<file path="src/rtl/eth_pkg.sv">
// Shared Ethernet constants: wire symbols, CRC-32 parameters and the TX framer state encoding.
package eth_pkg;

  localparam logic [7:0]  ETH_PREAMBLE  = 8'h55;
  localparam logic [7:0]  ETH_SFD       = 8'hD5;

  localparam logic [31:0] CRC32_POLY    = 32'hEDB88320;
  localparam logic [31:0] CRC32_INIT    = 32'hFFFFFFFF;
  localparam logic [31:0] CRC32_RESIDUE = 32'hDEBB20E3;

  typedef logic [2:0] tx_state_t;

  localparam tx_state_t StIdle = 3'd0;
  localparam tx_state_t StPre  = 3'd1;
  localparam tx_state_t StSfd  = 3'd2;
  localparam tx_state_t StData = 3'd3;
  localparam tx_state_t StPad  = 3'd4;
  localparam tx_state_t StFcs  = 3'd5;
  localparam tx_state_t StIfg  = 3'd6;

endpackage

</file>
<file path="src/rtl/crc32_byte.sv">
// Combinational one-byte step of the reflected IEEE 802.3 CRC-32 (no final inversion).
module crc32_byte
  import eth_pkg::*;
(
  input  logic [31:0] crc_in,
  input  logic [7:0]  data,
  output logic [31:0] crc_out
);

  logic [31:0] c;

  always_comb begin
    c = crc_in ^ {24'h000000, data};
    for (int i = 0; i < 8; i++) begin
      c = c[0] ? ((c >> 1) ^ CRC32_POLY) : (c >> 1);
    end
    crc_out = c;
  end

endmodule

</file>
<file path="src/rtl/eth_mac_tx.sv">
// Ethernet transmit framer: preamble, SFD, payload, zero pad, FCS and inter-frame gap,
// one registered GMII-style byte per clk.
module eth_mac_tx
  import eth_pkg::*;
#(
  parameter int unsigned PREAMBLE_LEN = 7,
  parameter int unsigned MIN_PAYLOAD  = 60,
  parameter int unsigned IFG_LEN      = 12
) (
  input  logic       clk,
  input  logic       rst,
  input  logic       s_valid,
  output logic       s_ready,
  input  logic [7:0] s_data,
  input  logic       s_last,
  input  logic       s_error,
  output logic       tx_valid,
  output logic       tx_error,
  output logic [7:0] tx_data,
  output logic       busy,
  output logic       frame_done
);

  localparam int unsigned CntW = 16;

  localparam logic [CntW-1:0] PreLast = CntW'(PREAMBLE_LEN - 1);
  localparam logic [CntW-1:0] MinPay  = CntW'(MIN_PAYLOAD);
  localparam logic [CntW-1:0] IfgLast = CntW'(IFG_LEN - 1);

  tx_state_t       state_q, state_d;
  logic [CntW-1:0] cnt_q, cnt_d;
  logic [31:0]     crc_q, crc_d;
  logic            tx_valid_q, tx_valid_d;
  logic            tx_error_q, tx_error_d;
  logic [7:0]      tx_data_q, tx_data_d;
  logic            frame_done_q, frame_done_d;

  logic [CntW-1:0] cnt_inc;
  logic [7:0]      crc_byte;
  logic [31:0]     crc_next;
  logic [31:0]     fcs_word;

  assign cnt_inc  = cnt_q + CntW'(1);
  assign fcs_word = ~crc_q;
  // Pad bytes are zero on the wire and must be folded into the CRC as zero too.
  assign crc_byte = (state_q == StPad) ? 8'h00 : s_data;

  crc32_byte u_crc32_byte (
    .crc_in  (crc_q),
    .data    (crc_byte),
    .crc_out (crc_next)
  );

  assign s_ready    = (state_q == StData) && !rst;
  assign busy       = (state_q != StIdle);
  assign tx_valid   = tx_valid_q;
  assign tx_error   = tx_error_q;
  assign tx_data    = tx_data_q;
  assign frame_done = frame_done_q;

  always_comb begin
    state_d      = state_q;
    cnt_d        = cnt_q;
    crc_d        = crc_q;
    tx_valid_d   = 1'b0;
    tx_error_d   = 1'b0;
    tx_data_d    = 8'h00;
    frame_done_d = 1'b0;

    unique case (state_q)
      StIdle: begin
        cnt_d = '0;
        if (s_valid) begin
          state_d = StPre;
        end
      end

      StPre: begin
        tx_valid_d = 1'b1;
        tx_data_d  = ETH_PREAMBLE;
        cnt_d      = cnt_inc;
        if (cnt_q == PreLast) begin
          state_d = StSfd;
        end
      end

      StSfd: begin
        tx_valid_d = 1'b1;
        tx_data_d  = ETH_SFD;
        cnt_d      = '0;
        crc_d      = CRC32_INIT;
        state_d    = StData;
      end

      StData: begin
        tx_valid_d = 1'b1;
        if (s_valid) begin
          tx_data_d  = s_data;
          tx_error_d = s_error;
          crc_d      = crc_next;
          cnt_d      = (cnt_q >= MinPay) ? cnt_q : cnt_inc;
          if (s_last) begin
            if (cnt_inc < MinPay) begin
              state_d = StPad;
            end else begin
              state_d = StFcs;
              cnt_d   = '0;
            end
          end
        end else begin
          // Source ran dry mid-frame: poison the byte and abandon the frame without FCS.
          tx_error_d   = 1'b1;
          frame_done_d = 1'b1;
          cnt_d        = '0;
          state_d      = StIfg;
        end
      end

      StPad: begin
        tx_valid_d = 1'b1;
        crc_d      = crc_next;
        cnt_d      = cnt_inc;
        if (cnt_inc >= MinPay) begin
          state_d = StFcs;
          cnt_d   = '0;
        end
      end

      StFcs: begin
        tx_valid_d = 1'b1;
        tx_data_d  = fcs_word[{cnt_q[1:0], 3'b000} +: 8];
        cnt_d      = cnt_inc;
        if (cnt_q[1:0] == 2'd3) begin
          frame_done_d = 1'b1;
          cnt_d        = '0;
          state_d      = StIfg;
        end
      end

      StIfg: begin
        cnt_d = cnt_inc;
        if (cnt_q == IfgLast) begin
          state_d = StIdle;
          cnt_d   = '0;
        end
      end

      default: begin
        state_d = StIdle;
        cnt_d   = '0;
      end
    endcase
  end

  always_ff @(posedge clk) begin
    if (rst) begin
      state_q      <= StIdle;
      cnt_q        <= '0;
      crc_q        <= CRC32_INIT;
      tx_valid_q   <= 1'b0;
      tx_error_q   <= 1'b0;
      tx_data_q    <= 8'h00;
      frame_done_q <= 1'b0;
    end else begin
      state_q      <= state_d;
      cnt_q        <= cnt_d;
      crc_q        <= crc_d;
      tx_valid_q   <= tx_valid_d;
      tx_error_q   <= tx_error_d;
      tx_data_q    <= tx_data_d;
      frame_done_q <= frame_done_d;
    end
  end

endmodule

</file>
<file path="config.mk">
export PLATFORM = sky130hd
export DESIGN_NAME = eth_mac_tx
export DESIGN_NICKNAME = d
export VERILOG_FILES = /design/src/rtl/eth_pkg.sv /design/src/rtl/crc32_byte.sv /design/src/rtl/eth_mac_tx.sv
export SDC_FILE = /design/constraint.sdc
export NUM_CORES = 1
export LEC_CHECK = 0
export CAP_MARGIN = 0
export CORE_ASPECT_RATIO = 0.5
export CORE_MARGIN = 2
export CORE_UTILIZATION = 40
export DETAILED_ROUTE_END_ITERATION = 6
export PLACE_DENSITY = 0.57
export SYNTH_ARGS = -nofsm -noshare
export SYNTH_HDL_FRONTEND = slang
export SYNTH_SLANG_ARGS = --single-unit
export TNS_END_PERCENT = 1
</file>
<file path="constraint.sdc">
create_clock -name clk -period 5.85 [get_ports clk]
set_input_delay 1.17 -clock clk [delete_from_list [all_inputs] [get_ports clk]]
set_output_delay 1.17 -clock clk [all_outputs]
set_load 0.03 [all_outputs]
</file>
==> impl_metrics.env <==
export IMPL_outcome="complete, no violations"
export IMPL_critPathKind="input port to primary output"
export IMPL_seq_area_frac_synth=0.3060
export IMPL_gr_usage_all_layers=0.1967
export IMPL_first_global_vias=3240
export IMPL_synthCells=473
export IMPL_antenna_found_initial=0
export IMPL_cts_tree="done"
export IMPL_whs_ns=0.5158
export IMPL_dp_hpwl_um=7127
export IMPL_netlist_top_cells_area="dfxtp_1 (31%), xnor2_1 (12%), xor2_1 (5.2%), nor2_1 (5.0%), mux4_2 (4.4%)"
export IMPL_rsz0062_at_grt="no"
export IMPL_numPortBuffers=25
export IMPL_diodes=0
export IMPL_grt_overflow=0
export IMPL_rows=25
export IMPL_clockBufferDepth=2
export IMPL_synth_edf_count=0
export IMPL_endpoint_kind="primary output"
export IMPL_drtPass1Iterations=5
export IMPL_final_setup_tns_ns=0
export IMPL_numCtsBuffers=9
export IMPL_power_leakage_nw=1.635
export IMPL_synth_async_reset_ratio=0
export IMPL_viasPerCell=5.338
export IMPL_layout_drive_gt1_share=0.1057
export IMPL_drt_iter0_drc=238
export IMPL_n_fill_cell=980
export IMPL_grt_start_max_net_pins=38
export IMPL_setup_violations=0
export IMPL_layout_nets=504
export IMPL_cts_root_buffer="clkbuf_16"
export IMPL_ant_nets=0
export IMPL_wl_per_cell_um=16.33
export IMPL_area_growth_pct=16.38
export IMPL_ys_flop_type="dfxtp_1"
export IMPL_grt_pass1_wl_um=16710
export IMPL_gp_congestion=0.8456
export IMPL_worstPathRequired_ns=4.68
export IMPL_skew_ns=0.007457
export IMPL_syn_nets=490
export IMPL_yosysUniqueCellTypes=61
export IMPL_via_count=3347
export IMPL_path_common_cell="clkdlybuf4s50_1"
export IMPL_utilization=0.4900
export IMPL_hold_violations=0
export IMPL_route_detailed_drc=0
export IMPL_final_min_clock_period_ns=3.981
export IMPL_slew_headroom=0.3846
export IMPL_dieArea_um2=11010
export IMPL_ir_drop_mv=0.1557
export IMPL_cp_slowest_cell="clkdlybuf4s50_1"
export IMPL_regArea_um2=1241
export IMPL_die_w_um=146.4
export IMPL_die_h_um=75.21
export IMPL_p_per_area_nw_per_um2=329.9
export IMPL_start_util=0.4210
export IMPL_clk_latency_ns=0.33
export IMPL_synth_avg_cell_area_um2=8.576
export IMPL_synth_top_area_share=0.3060
export IMPL_ios=26
export IMPL_core_area_um2=9634
export IMPL_h_tree_depth=3
export IMPL_crit_fanout=37
export IMPL_syn_area_um2=4056
export IMPL_slew_viol_final=0
export IMPL_clock_sinks=62
export IMPL_ys_ff_latch=62
export IMPL_drv_cap=0
export IMPL_worstPathCellList="clkdlybuf4s50_1, buf_4, nand2b_1, nor2_1, clkdlybuf4s50_1"
export IMPL_start_kind="input port"
export IMPL_multiInputGateArea_um2=2669
export IMPL_arrival_ns=2.81
export IMPL_yosysTopAreaCell="dfxtp_1"
export IMPL_max_stage_delay_ns=0.67
export IMPL_hold_buffers=0
export IMPL_min_path_type="flop to flop"
export IMPL_clock_fmax_mhz=251.2
export IMPL_yosysWarnings=0
export IMPL_worst_pin_slew_ns=0.9219
export IMPL_postCtsSetupRepairBufs=0
export IMPL_cts_resized_gates=0
export IMPL_drt_wl_total_um=10240
export IMPL_clk_pin_slew_ns=0.06
export IMPL_fin_crit_sh=0.6806
==> report_power, final <==
group,switching [mW],internal (mW),total (mW)
logic,0.276,0.208,0.484
clock network,0.201,0.383,0.583
registers,0.0417,0.448,0.489
total,0.519,1.04,1.56
==> per-stage QoR <==
stage	setup slack (ns)	cell area, µm²	std cells	power [mW]
after CTS	1.839	4721	627	1.569
final	1.869	4721	627	1.557
after global routing	1.765	4721	627	1.637
after global placement	1.869	4397	611	0.9830
after detailed placement	1.847	4397	611	0.9810
after floorplan	2.730	4056	473	0.8639
==> synth_stat cells (8+ instances only) <==
cell type,n
xnor2_1,55
a21oi_1,24
o22ai_1,23
nand2_1,35
nand2b_1,23
a211oi_1,9
clkbuf_1,16
a31oi_1,8
dfxtp_1,62
nor3_1,14
mux4_2,8
nor2_1,54
o21ai_0,8
inv_1,8
nand4_1,8
xor2_1,24
==> registers in the layout (all words and copies together) (netlist names) <==
name and count:
cnt_q 16, crc_q 32, frame_done 1, state_q 3
tx_data 8, tx_error 1, tx_valid 1
==> final timing paths <==
check,start,cells after the start,slack [ns],endpoint
setup / recovery,rst,5,1.87,s_ready
hold reg to reg,crc_q[23],2,0.52,crc_q[23]
hold / removal,crc_q[23],2,0.52,crc_q[23]
setup reg to reg,cnt_q[0],9,2.29,cnt_q[8]
==> metal layers <==
layer / track usage / vias to the layer above / share of wire / wire [µm]
met5: 0 / - / 0 / 0
met4: 0.04639 / 0 / 0.0096 / 98
met3: 0.04727 / 8 / 0.037 / 378
met2: 0.3407 / 47 / 0.47 / 4798
met1: 0.2552 / 1604 / 0.48 / 4967
li1: - / 1688 / - / -
==> worst max-delay path: cells and delay by family <==
family,cells,cell delay (ns)
buffers and inverters,3,1.32
and+or+nand+nor,2,0.32
==> cells by family after synthesis <==
logic type / after synthesis / synth area share
muxes: 11 / 0.05182
buffers and inverters: 35 / 0.03609
adders and majority gates: 4 / 0.01234
xor gates and xnor gates: 86 / 0.2070
DFF: 62 / 0.3060
AOI/OAI and AO/OA: 98 / 0.1598
and+or+nand+nor: 177 / 0.2270
==> cell usage in the layout, fill, tap and decap left out, types with 7 or more instances in the layout <==
master	count
clkbuf_16	9
a21oi_1	24
o22ai_1	23
nor2_1	54
nand3_1	7
dfxtp_1	62
mux4_2	8
o21ai_0	8
xor2_1	24
nand2b_1	23
clkdlybuf4s50_1	25
xnor2_1	55
a31oi_1	8
nor3_1	14
and3_1	7
inv_1	8
a211oi_1	9
nand4_1	8
nand2_1	35
==> area by class of cell <==
cell class,instances,share of cell area
clock inverter,6,0.01802
clock buffer,10,0.05062
tap,135,0.03578
sequential,62,0.2629
timing repair buffer,30,0.06096
multi-input combinational,376,0.5653
inverter,8,0.006361
Power figures use the tool's default switching activity.
